$ cat src/rtl/coin_acceptor.sv
// Coin sensor front end: synchronizes and debounces both chutes, turns rising
// edges into one-cycle coin codes, refuses ambiguous or locked-out insertions, flags jams.
module coin_acceptor #(
  parameter int unsigned DEBOUNCE_CYCLES = 4,
  parameter int unsigned LOCKOUT_CYCLES  = 8,
  parameter int unsigned JAM_CYCLES      = 64
) (
  input  logic       clk,
  input  logic       rstn,
  input  logic       coin05_raw,
  input  logic       coin10_raw,
  output logic [1:0] coin,
  output logic       reject,
  output logic       jam
);

  localparam logic [7:0]  DEB_LAST = 8'(DEBOUNCE_CYCLES - 1);
  localparam logic [7:0]  LOCK_LD  = 8'(LOCKOUT_CYCLES);
  localparam logic [15:0] JAM_LIM  = 16'(JAM_CYCLES);

  typedef enum logic [1:0] {S_IDLE, S_LOCK, S_JAM} state_t;

  // Channel index 0 is the 0.5 chute, index 1 is the 1.0 chute.
  logic [1:0]  meta_q, sync_q, filt_q, filt_d, fprev_q;
  logic [7:0]  dcnt_q [2];
  logic [7:0]  dcnt_d [2];
  logic [15:0] hcnt_q [2];
  logic [15:0] hcnt_d [2];
  logic [1:0]  ev;
  logic        jam_hit;

  state_t      state_q, state_d;
  logic [7:0]  lcnt_q, lcnt_d;
  logic [1:0]  coin_q, coin_d;
  logic        reject_q, reject_d;
  logic        jam_q, jam_d;

  always_comb begin
    filt_d = filt_q;
    for (int i = 0; i < 2; i++) begin
      dcnt_d[i] = '0;
      hcnt_d[i] = '0;
      if (sync_q[i] != filt_q[i]) begin
        if (dcnt_q[i] == DEB_LAST) filt_d[i] = sync_q[i];
        else                       dcnt_d[i] = dcnt_q[i] + 8'd1;
      end
      if (filt_q[i]) hcnt_d[i] = (hcnt_q[i] == JAM_LIM) ? hcnt_q[i] : hcnt_q[i] + 16'd1;
    end
  end

  assign ev = filt_q & ~fprev_q;
  // Saturated count only matters while the level is still high, so release exits JAM at once.
  assign jam_hit = (filt_q[0] && (hcnt_q[0] == JAM_LIM)) ||
                   (filt_q[1] && (hcnt_q[1] == JAM_LIM));

  always_comb begin
    state_d  = state_q;
    lcnt_d   = lcnt_q;
    coin_d   = 2'b00;
    reject_d = 1'b0;
    case (state_q)
      S_IDLE: begin
        if (ev != 2'b00) begin
          // An event channel is high, so both high means simultaneous or overlapping coins.
          if (filt_q == 2'b11) begin
            reject_d = 1'b1;
          end else begin
            coin_d  = ev;
            state_d = S_LOCK;
            lcnt_d  = LOCK_LD;
          end
        end
      end
      S_LOCK: begin
        lcnt_d = lcnt_q - 8'd1;
        if (lcnt_q <= 8'd1) begin
          lcnt_d  = '0;
          state_d = S_IDLE;
        end
        if (ev != 2'b00) reject_d = 1'b1;
      end
      S_JAM: begin
        if (filt_q == 2'b00) state_d = S_IDLE;
      end
      default: state_d = S_IDLE;
    endcase
    if (jam_hit) begin
      state_d  = S_JAM;
      coin_d   = 2'b00;
      reject_d = 1'b0;
    end
    jam_d = (state_d == S_JAM);
  end

  always_ff @(posedge clk or negedge rstn) begin
    if (!rstn) begin
      meta_q   <= '0;
      sync_q   <= '0;
      filt_q   <= '0;
      fprev_q  <= '0;
      for (int i = 0; i < 2; i++) begin
        dcnt_q[i] <= '0;
        hcnt_q[i] <= '0;
      end
      state_q  <= S_IDLE;
      lcnt_q   <= '0;
      coin_q   <= '0;
      reject_q <= 1'b0;
      jam_q    <= 1'b0;
    end else begin
      meta_q   <= {coin10_raw, coin05_raw};
      sync_q   <= meta_q;
      filt_q   <= filt_d;
      fprev_q  <= filt_q;
      dcnt_q   <= dcnt_d;
      hcnt_q   <= hcnt_d;
      state_q  <= state_d;
      lcnt_q   <= lcnt_d;
      coin_q   <= coin_d;
      reject_q <= reject_d;
      jam_q    <= jam_d;
    end
  end

  assign coin   = coin_q;
  assign reject = reject_q;
  assign jam    = jam_q;

endmodule

$ cat config.mk
export PLATFORM = sky130hd
export DESIGN_NAME = coin_acceptor
export DESIGN_NICKNAME = d
export VERILOG_FILES = /design/src/rtl/coin_acceptor.sv
export SDC_FILE = /design/constraint.sdc
export NUM_CORES = 1
export LEC_CHECK = 0
export ABC_CLOCK_PERIOD_IN_PS = 2200
export BUFFER_PORTS_ARGS = -buffer_cell sky130_fd_sc_hd__buf_2
export CORE_UTILIZATION = 25
export DETAILED_ROUTE_END_ITERATION = 12
export GPL_TIMING_DRIVEN = 0
export HOLD_SLACK_MARGIN = 0.12
export SLEW_MARGIN = 25
export SYNTH_ARGS = -nofsm -noshare
export SYNTH_HDL_FRONTEND = slang
export SYNTH_SLANG_ARGS = --single-unit
$ cat constraint.sdc
create_clock -name clk -period 2.2 [get_ports clk]
set_clock_uncertainty 0.05 [all_clocks]
set_input_delay 0.22 -clock clk [delete_from_list [all_inputs] [get_ports clk]]
set_output_delay 0.22 -clock clk [all_outputs]
set_load 0.005 [all_outputs]
==> summary.md, run 1 <==
| Metric | Value |
|---|---|
| Vias in the first global route | `around 2400` |
| Synthesized Nets | `between 300 and 400` |
| # DRC | `0` |
| Clock power share | `33.3%` |
| RR Startpoint | `dcnt_q[8]$_DFF_PN0_` |
| Yosys top cell area share | `around 53%` |
| Finished layout cell area | `about 4000 sq um` |
| Largest net degree at the start of global routing | `53` |
| Share of cells above drive strength 1 | `8.76%` |
| Switching Fraction | `31.9%` |
| Post-synth EDFFs | `0` |
| CP Class | `reg -> reg` |
| WL/cell | `about 11 um` |
| Multi-input logic area | `1510 sq um` |
| Startpoint types | `flip-flop` |
| Worst vdd ir | `between 500 and 600 uV` |
| Worst reg2reg path endpoint | `filt_q[0]$_DFFE_PN0P_` |
| Drt pass-1 iters | `4` |
| Total number of vias | `around 2300` |
| GRT Overall Usage | `under 10%` |
| Hold Violations, Final | `0` |
| Asr flop ratio synth | `between 90% and 100%` |
| Core Area | `approximately 13000 sq um` |
| Clk buf depth | `2` |
| Final setup fails | `0` |
| CP cell instances | `ha_1 > or4b_1 > or4_4 > mux2_4` |
| Drt total wl | `roughly 6000 um` |
| Clock Latency Late Sink | `~0.32 ns` |
| Reg area | `approximately 1800 sq um` |
| Post-synth cell types | `43` |
| Fin util | `a little under a third` |
| Critical path data arrival time | `between 2 and 2.5 ns` |
| Crit path largest cell delay | `around 0.45 ns` |
| First-pass GRT wire length | `11100 um` |
| Switching power | `approximately 1.3 mW` |
| Top area cells in the synthesized netlist | `dfrtp_1 (53%), xor2_1 (6.0%), nor2_1 (5.4%)` |
| Status | `finished, final reports clean` |
| Max-slew headroom | `58.4%` |
| Sequential share of power | `a little over two fifths` |
| Synthesized instance count | `about 330` |
| Synth Register Bits | `70` |
| Power per Cell Area | `between 1000 and 1500 nW/um^2` |
| CP Capture Type | `flip-flop` |
| Synthesis Warnings | `0` |
| Tightest Pin Transition | `0.619 ns` |
| Seq/Total Area, Yosys | `52.5%` |
| Congestion Overflow GR | `0` |
| Crit-path slowest cell | `or4b_1` |
| Std-Cell Rows | `41` |
| Iter 0 DRT Violations | `75` |
| Total Die Area | `13800 sq um` |
| Detailed Place HPWL | `4180 um` |
| Comb pwr share | `24.8%` |
| Count leader, synth | `dfrtp_1` |
| Nets@finish | `361` |
| Internal Power | `roughly 2.8 mW` |
| Dpl cell area | `around 3600 sq um` |
| CTS clk-pin slew, worst paths | `about 0.06 ns` |
| FMAX | `roughly 0.51 GHz` |
| Die width | `between 100 and 150 um` |
| Top Ports | `8` |
| Worst-path fanout max | `4` |
| Ant. Diodes | `0` |
| Port bufs | `7` |
| Hold WC Path Type | `in -> async` |
| Area growth, synth to finish | `18.1%` |
| Total clock buffers created by CTS | `9` |
| H-tree lvl count | `3` |
| Root buffer cell | `clkbuf_16` |
| Min Tclk post-route | `1.97 ns` |
| Power Total | `around 4.1 mW` |
| Total setup buffers inserted after CTS | `0` |
| Fill count | `1324` |
| Die Ht | `about 120 um` |
| Max-slew violations | `0` |
| Post-synth top cells | `dfrtp_1 (70), nor2_1 (48), xor2_1 (23), nand2_1 (20), xnor2_1 (18)` |
| Total Neg Setup Slack | `0 ns` |
| Initial Utilization | `between 20% and 30%` |
| CP Data Required Time | `between 2 and 2.5 ns` |
| Gpl congestion | `0.773` |
| Vias per cell | `~4.5` |
| Worst R2R Setup Slack | `~0.23 ns` |
| Fin crit share | `89.3%` |
| R2R depth | `4` |
| Initial antenna violation count | `0` |
| RSZ-0062 raised after global routing | `false` |
| Antenna viol nets, final | `0` |
| Cell Area, Synth | `roughly 3300 sq um` |
| Leading area contributor after synthesis | `dfrtp_1` |
| Main synth FF type | `dfrtp_1` |
| TritonCTS Sinks | `70` |
| Max-Cap Viols | `0` |
| P_leak | `1.68 nW` |
| Synth Area per Inst | `around 10 sq um` |
| CTS tree | `done` |
-- layer usage --
metal,vias up,GRT usage (%),routed length [um]
met5,-,0,0
met4,0,3.13,52
met3,5,3.05,190
met2,27,14.8,2690
met1,1125,13.3,3100
li1,1188,-,-
-- kinds of logic after synthesis --
kind of cell,count (synthesis),share of synthesized area [%]
xor+xnor,41,10.8
simple gates,153,24.0
fa+ha+maj,8,3.00
mux,5,1.73
compound gates,29,5.59
buf+inv,21,2.36
flops,70,52.5
-- placed cells by master (no fill, tap or decap), drive strengths merged, types with 8 or more instances in the layout --
cell type | Yosys | routed
dfrtp | 70 | 70
nor2 | 48 | 48
xor2 | 23 | 23
nand2 | 20 | 20
xnor2 | 18 | 18
clkbuf | 5 | 18
nand3 | 16 | 16
inv | 12 | 12
nand4 | 12 | 12
buf | 2 | 10
nor3 | 9 | 9
nor4 | 9 | 9
a21oi | 8 | 8
ha | 8 | 8
and3 | 8 | 8
-- flip-flops by register name, summed over array words and instances (netlist names) --
register / flops
hcnt_q: 32
dcnt_q: 16
lcnt_q: 8
coin: 2
filt_q: 2
fprev_q: 2
meta_q: 2
state_q: 2
sync_q: 2
jam: 1
reject: 1
-- metrics by stage --
step / worst slack (ns) / hold slack (ns) / std cells
after floorplan: 0.330 / -0.126 / 327
after global placement: 0.168 / 0.283 / 506
after detailed placement: 0.125 / 0.0739 / 507
after CTS: 0.120 / 0.281 / 526
after global routing: 0.0650 / 0.293 / 526
final: 0.234 / 0.271 / 526
-- how the worst max path moves through the flow --
stage,from,end,cells after the start
CTS,lcnt_q[0]$_DFFE_PN0P_,lcnt_q[4]$_DFFE_PN0P_,6
global placement,lcnt_q[0]$_DFFE_PN0P_,lcnt_q[5]$_DFFE_PN0P_,6
finish,dcnt_q[8]$_DFF_PN0_,filt_q[0]$_DFFE_PN0P_,4
floorplan,dcnt_q[8]$_DFF_PN0_,filt_q[0]$_DFFE_PN0P_,4
global route,hcnt_q[16]$_DFFE_PN0P_,state_q[0]$_DFF_PN0_,7
detailed placement,lcnt_q[0]$_DFFE_PN0P_,lcnt_q[4]$_DFFE_PN0P_,6
-- power groups by stage --
stage	sequential [mW]	combinational, mW	clock [mW]
after global placement	1.71	0.962	0
after CTS	1.70	1.01	1.39
final	1.70	1.00	1.35
after detailed placement	1.72	0.997	0
after floorplan	1.67	0.758	0
after global routing	1.74	1.17	1.45
-- what timing repair did --
| action | 4_1_cts | 5_1_grt |
|---|---|---|
| setup endpoints to repair | 0 | 3 |
| resized for setup | 0 | 1 |
| endpoints found under the hold margin | 72 | 0 |
| hold buffers | 3 | 0 |
-- worst max-delay path: cells and delay by family, from the launching register on --
| family | cells | cell delay (ns) |
|---|---|---|
| adders and majority gates | 1 | 0.25 |
| DFF | 1 | 0.36 |
| muxes | 1 | 0.30 |
| and+or+nand+nor | 2 | 0.89 |
-- final cells by class --
cell class | instances | share of cell area (%)
clock buffers | 13 | 6.86
inverters | 14 | 1.33
flip-flops and latches | 70 | 44.5
multi-input cells | 236 | 38.4
clock inverters | 3 | 0.445
well taps | 172 | 5.46
repair buffers | 11 | 2.41
plain buffers | 7 | 0.667
(Power assumes the default switching activity.)
==> inputs of run 2 (changes only) <==
ABC_CLOCK_PERIOD_IN_PS = 1800   (was 2200)
clock period = 1.8 ns   (was 2.2 ns; I/O delays follow)
==> run 2 against run 1 <==
Compared with the run above: the flow now finishes with violations (negative setup slack); global-route usage up 0.21 points; sequential cell count unchanged; sequential power increased by 25%; critical path type unchanged; largest cell class unchanged.
==> summary.md, run 2 (synthesized netlist as in run 1, its figures left out) <==
| Metric | Value |
|---|---|
| Clock power share | `31.5% (-1.8 points)` |
| Antenna viol nets, final | `0 (unchanged)` |
| Drt pass-1 iters | `4 (unchanged)` |
| Switching power | `1.67 mW (+29%)` |
| Most common cell after layout, fill and taps aside | `dfrtp_1` |
| Max FFs per register | `32 (unchanged)` |
| Vias in the first global route | `2419 (+0.75%)` |
| Final setup fails | `6 (+6)` |
| Internal Power | `3.43 mW (+24%)` |
| FMAX | `0.527 GHz (+3.7%)` |
| Worst R2R Setup Slack | `-0.1 ns (-0.33 ns)` |
| Finished layout cell area | `4040 sq um (+2.5%)` |
| Max-Cap Viols | `0 (unchanged)` |
| Tightest Pin Transition | `0.497 ns (-0.122 ns)` |
| Nets@finish | `365 (+1.1%)` |
| Fill count | `1337 (+0.98%)` |
| TritonCTS Sinks | `70 (unchanged)` |
| Std-Cell Rows | `41 (unchanged)` |
| Drt total wl | `6550 um (+8.5%)` |
| Largest registers | `hcnt_q (32), dcnt_q (16), lcnt_q (8)` |
| RSZ-0062 raised after global routing | `true` |
| Port bufs | `7 (unchanged)` |
| Hold WC Path Type | `in -> async` |
| Clock Latency Late Sink | `0.33 ns (about the same)` |
| Status | `finished, violations left` |
| P_leak | `1.71 nW (+1.8%)` |
| Min Tclk post-route | `1.90 ns (-0.0695 ns)` |
| Worst-path fanout max | `2 (-2)` |
| Fin util | `31.5% (+0.77 points)` |
| H-tree lvl count | `3 (unchanged)` |
| Final WS setup | `-0.0960 ns (-0.330 ns)` |
| Hold Violations, Final | `0 (unchanged)` |
| First-pass GRT wire length | `11300 um (+1.3%)` |
| Core Area | `12800 sq um (unchanged)` |
| CP Class | `reg -> reg` |
| WL/cell | `12.4 um (+7.9%)` |
| GRT Overall Usage | `10.0% (+0.21 points)` |
| Largest net degree at the start of global routing | `52 (-1.9%)` |
| Initial antenna violation count | `0 (unchanged)` |
| Max-slew violations | `0 (unchanged)` |
| Share of cells above drive strength 1 | `14.3% (+5.5 points)` |
| Total clock buffers created by CTS | `9 (unchanged)` |
| Dpl cell area | `3620 sq um (about the same)` |
| Violated checks | `negative setup slack` |
| CP Capture Type | `flip-flop` |
| Worst reg2reg path endpoint | `filt_q[0]$_DFFE_PN0P_` |
| CTS tree | `done` |
| Most frequent cells in the layout | `dfrtp_1 (69), nor2_1 (48), xor2_1 (23)` |
| CP Data Required Time | `1.96 ns (-0.39 ns)` |
| Comb pwr share | `26.7% (+1.9 points)` |
| Critical path data arrival time | `2.06 ns (-0.06 ns)` |
| Root buffer cell | `clkbuf_16` |
| R2R depth | `4 (unchanged)` |
| Power Total | `5.10 mW (+26%)` |
| Vias per cell | `4.55 (+2.0%)` |
| Fin crit share | `105% (+16 points)` |
| Startpoint types | `flip-flop` |
| Power per Cell Area | `1260 nW/um^2 (+23%)` |
| RR Startpoint | `dcnt_q[8]$_DFF_PN0_` |
| Total Die Area | `13800 sq um (unchanged)` |
| Largest reg by FF count | `hcnt_q` |
| Sequential share of power | `41.9% (about the same)` |
| Congestion Overflow GR | `0 (unchanged)` |
| Total number of vias | `2405 (+2.6%)` |
| CTS clk-pin slew, worst paths | `0.05 ns (about the same)` |
| Max-slew headroom | `66.6% (+8.2 points)` |
| Detailed Place HPWL | `4260 um (+1.9%)` |
| Die Ht | `118 um (unchanged)` |
| Ant. Diodes | `0 (unchanged)` |
| Iter 0 DRT Violations | `124 (+65%)` |
| Die width | `118 um (unchanged)` |
| Worst vdd ir | `476 uV (-17%)` |
| Switching Fraction | `32.8% (+0.89 points)` |
| Gpl congestion | `0.767 (-0.87%)` |
| Top Ports | `8 (unchanged)` |
| # DRC | `0 (unchanged)` |
| Hold slack | `0.235 ns (-0.0360 ns)` |
| Clk buf depth | `2 (unchanged)` |
| Initial Utilization | `26.0% (unchanged)` |
| Area growth, synth to finish | `21.1%` |
run 2: how the worst max path moves through the flow:
stage,startpoint,to,slack (ns)
final,dcnt_q[8]$_DFF_PN0_,filt_q[0]$_DFFE_PN0P_,-0.1
after detailed placement,lcnt_q[0]$_DFFE_PN0P_,lcnt_q[2]$_DFFE_PN0P_,-0.26
after global routing,dcnt_q[8]$_DFF_PN0_,filt_q[0]$_DFFE_PN0P_,-0.15
after CTS,dcnt_q[8]$_DFF_PN0_,filt_q[0]$_DFFE_PN0P_,-0.09
after global placement,lcnt_q[0]$_DFFE_PN0P_,lcnt_q[5]$_DFFE_PN0P_,-0.22
after floorplan,dcnt_q[8]$_DFF_PN0_,filt_q[0]$_DFFE_PN0P_,-0.06
run 2: final cells by class:
class	instances	area, sq um	area share [%]
sequential	70	1750	43.4
multi-input combinational	236	1590	39.3
clock buffer	14	264	6.54
tap	172	215	5.33
timing repair buffer	18	148	3.66
inverter	14	52.6	1.30
buffer	4	15.0	0.372
clock inverter	1	5.00	0.124
run 2: layer usage:
layer  global-route usage [%]  wire (um)  vias to the layer above
met5                        0          0                        -
met4                     3.77         82                        0
met3                     3.10        214                        8
met2                     15.2       3010                       28
met1                     13.3       3240                     1174
li1                         -          -                     1195
run 2: per-stage QoR:
stage / TNS (ns) / std cells / worst slack [ns]
after floorplan: -0.0590 / 327 / -0.0590
final: -0.117 / 529 / -0.0960
after global placement: -2.07 / 506 / -0.218
after global routing: -0.917 / 529 / -0.146
after detailed placement: -2.56 / 507 / -0.257
after CTS: -0.110 / 526 / -0.0883
run 2: timing repair:
item / in CTS / in global routing
gates resized for setup: 10 / 10
hold buffers: 3 / 0
pin swaps: 1 / 4
endpoints found under the setup margin: 23 / 18
setup buffers: 3 / 4
hold endpoints to repair: 72 / 0
run 2: power groups by stage:
| stage | registers (mW) | logic, mW | clock network, mW |
|---|---|---|---|
| after CTS | 2.09 | 1.34 | 1.65 |
| after global routing | 2.18 | 1.55 | 1.71 |
| after detailed placement | 2.10 | 1.23 | 0 |
| after floorplan | 2.04 | 0.928 | 0 |
| final | 2.13 | 1.36 | 1.60 |
| after global placement | 2.09 | 1.18 | 0 |
run 2: critical path, cell delays in order (launching register included):
cell	delay, ns
dfrtp_1	0.39
ha_4	0.15
or4b_1	0.43
or4_4	0.45
mux2_4	0.31
==> inputs of run 3 (changes only) <==
CTS_BUF_LIST = sky130_fd_sc_hd__clkbuf_16   (was unset)
==> run 3 against run 2 <==
Compared with the run above: setup slack worse by 0.00061 ns; cell area down 0.25%; fmax is essentially flat; the run still ends with negative setup slack left; power down 1.7%; utilization decreased by 0.078 points; sequential power hardly changed; register-to-register slack about the same; via count hardly changed; largest power group unchanged.
==> summary.md, run 3 (synthesized netlist as in run 1, its figures left out) <==
| Metric | Value |
|---|---|
| CP cell instances | `ha_4 > or4b_1 > or4_4 > mux2_4` |
| Hold WC Path Type | `in -> async` |
| CP Capture Type | `flip-flop` |
| Most common cell after layout, fill and taps aside | `dfrtp_1` |
| Drt total wl | `6520 um (-0.46%)` |
| Max-Cap Viols | `0 (unchanged)` |
| Initial Utilization | `26.0% (unchanged)` |
| Root buffer cell | `clkbuf_16` |
| Pre-CTS WS | `-0.257 ns (unchanged)` |
| Total clock buffers created by CTS | `9 (unchanged)` |
| Status | `finished, violations left` |
| DP Cell Count | `507 (unchanged)` |
| Area growth, synth to finish | `20.8%` |
| Dpl cell area | `3620 sq um (unchanged)` |
| Min Tclk post-route | `1.90 ns (+0.000607 ns)` |
| Nets@finish | `365 (unchanged)` |
| FMAX | `0.527 GHz (about the same)` |
| RR Startpoint | `dcnt_q[8]$_DFF_PN0_` |
| Die Ht | `118 um (unchanged)` |
| Core Area | `12800 sq um (unchanged)` |
| Crit path largest cell delay | `0.45 ns (about the same)` |
| R2R depth | `4 (unchanged)` |
| Final setup fails | `7 (+1)` |
| Finished layout cell area | `4030 sq um (-0.25%)` |
| Final WS setup | `-0.0966 ns (-0.000607 ns)` |
| Port bufs | `7 (unchanged)` |
| First-pass GRT wire length | `11300 um (+0.37%)` |
| Violated checks | `negative setup slack` |
| Max FFs per register | `32 (unchanged)` |
| Startpoint types | `flip-flop` |
| CP Data Required Time | `1.96 ns (about the same)` |
| Crit-path slowest cell | `or4_4` |
| Hold Violations, Final | `0 (unchanged)` |
| Fin crit share | `105% (about the same)` |
| Tightest Pin Transition | `0.491 ns (-0.00510 ns)` |
| Most frequent cells in the layout | `dfrtp_1 (68), nor2_1 (48), xor2_1 (23)` |
| Vias in the first global route | `2413 (-0.25%)` |
| Antenna viol nets, final | `0 (unchanged)` |
| Iter 0 DRT Violations | `127 (+2.4%)` |
| Die width | `118 um (unchanged)` |
| TritonCTS Sinks | `70 (unchanged)` |
| Vias per cell | `4.54 (about the same)` |
| Share of cells above drive strength 1 | `14.0% (-0.28 points)` |
| Std-Cell Rows | `41 (unchanged)` |
| CTS tree | `done` |
| Max-slew violations | `0 (unchanged)` |
| Largest reg by FF count | `hcnt_q` |
| Clock Latency Late Sink | `0.33 ns (about the same)` |
| Congestion Overflow GR | `0 (unchanged)` |
| # DRC | `0 (unchanged)` |
| Initial antenna violation count | `0 (unchanged)` |
| Worst R2R Setup Slack | `-0.1 ns (about the same)` |
| Largest net degree at the start of global routing | `52 (unchanged)` |
| GRT Overall Usage | `10.0% (+0.041 points)` |
| Total number of vias | `2404 (-0.042%)` |
| Max-slew headroom | `67.0% (+0.37 points)` |
| Fin util | `31.4% (-0.078 points)` |
| Worst reg2reg path endpoint | `filt_q[0]$_DFFE_PN0P_` |
| Detailed Place HPWL | `4260 um (unchanged)` |
| Largest registers | `hcnt_q (32), dcnt_q (16), lcnt_q (8)` |
| Ant. Diodes | `0 (unchanged)` |
| WL/cell | `12.3 um (-0.46%)` |
| Total Die Area | `13800 sq um (unchanged)` |
| Critical path data arrival time | `2.06 ns (about the same)` |
| Clk buf depth | `2 (unchanged)` |
| Power per Cell Area | `1240 nW/um^2 (-1.4%)` |
| CTS clk-pin slew, worst paths | `0.05 ns (about the same)` |
| Drt pass-1 iters | `4 (unchanged)` |
| RSZ-0062 raised after global routing | `true` |
| Final cell count without fillers | `529 (unchanged)` |
| H-tree lvl count | `3 (unchanged)` |
| Gpl congestion | `0.767 (unchanged)` |
| Worst-path fanout max | `2 (unchanged)` |
| CP Class | `reg -> reg` |
| Worst vdd ir | `476 uV (about the same)` |
| P_leak | `1.72 nW (+0.46%)` |
| Top Ports | `8 (unchanged)` |
==> run 3: cell types whose count changed in the layout (fill, tap and decap cells not counted), sizes merged <==
cell    change
clkinv      +2
inv         +3
clkbuf      -5
==> run 3: layer usage <==
metal  GRT usage (%)  routed length [um]
met5               0                   0
met4            3.77                  82
met2            15.3                2970
met1            13.4                3260
met3            3.10                 211
==> run 3: worst max-delay path: cells and delay by family (launching register included) <==
family	cells	cell delay [ns]
adders and majority gates	1	0.16
DFF	1	0.39
muxes	1	0.31
and+or+nand+nor	2	0.88
==> run 3: final cells by class <==
type | instances | area, sq um
tap | 172 | 215
sequential | 70 | 1750
inverter | 14 | 52.6
buffer | 4 | 15.0
clock buffer | 9 | 225
fill | 1339 | 8800
clock inverter | 6 | 23.8
multi-input combinational | 236 | 1600
timing repair buffer | 18 | 148
==> run 3: stage by stage <==
stage	TNS (ns)	hold WS (ns)	power [mW]
after global placement	-2.07	0.243	3.27
after CTS	-0.111	0.246	4.98
after detailed placement	-2.56	0.0372	3.33
final	-0.123	0.234	5.01
after global routing	-0.840	0.260	5.36
after floorplan	-0.0590	-0.166	2.97
==> run 3: repair_timing <==
action,in CTS,in global routing
setup buffers,3,4
gates resized for setup,10,12
hold buffers,3,0
endpoints found under the hold margin,72,0
pin swaps,1,5
gates cloned,0,0
setup endpoints to repair,23,19
==> run 3: power by group <==
part	internal, mW	total [mW]	switching [mW]
Sequential	1.84	2.14	0.301
Combinational	0.607	1.37	0.766
Clock	0.895	1.50	0.605
Total	3.34	5.01	1.67
==> run 3: worst max-delay path by stage <==
stage,from,endpoint,slack (ns),depth (start not counted)
6_report,dcnt_q[8]$_DFF_PN0_,filt_q[0]$_DFFE_PN0P_,-0.1,4
5_1_grt,dcnt_q[8]$_DFF_PN0_,filt_q[0]$_DFFE_PN0P_,-0.15,4
4_1_cts,dcnt_q[8]$_DFF_PN0_,filt_q[0]$_DFFE_PN0P_,-0.09,4
3_5_place_dp,lcnt_q[0]$_DFFE_PN0P_,lcnt_q[2]$_DFFE_PN0P_,-0.26,6
3_3_place_gp,lcnt_q[0]$_DFFE_PN0P_,lcnt_q[5]$_DFFE_PN0P_,-0.22,6
2_1_floorplan,dcnt_q[8]$_DFF_PN0_,filt_q[0]$_DFFE_PN0P_,-0.06,4
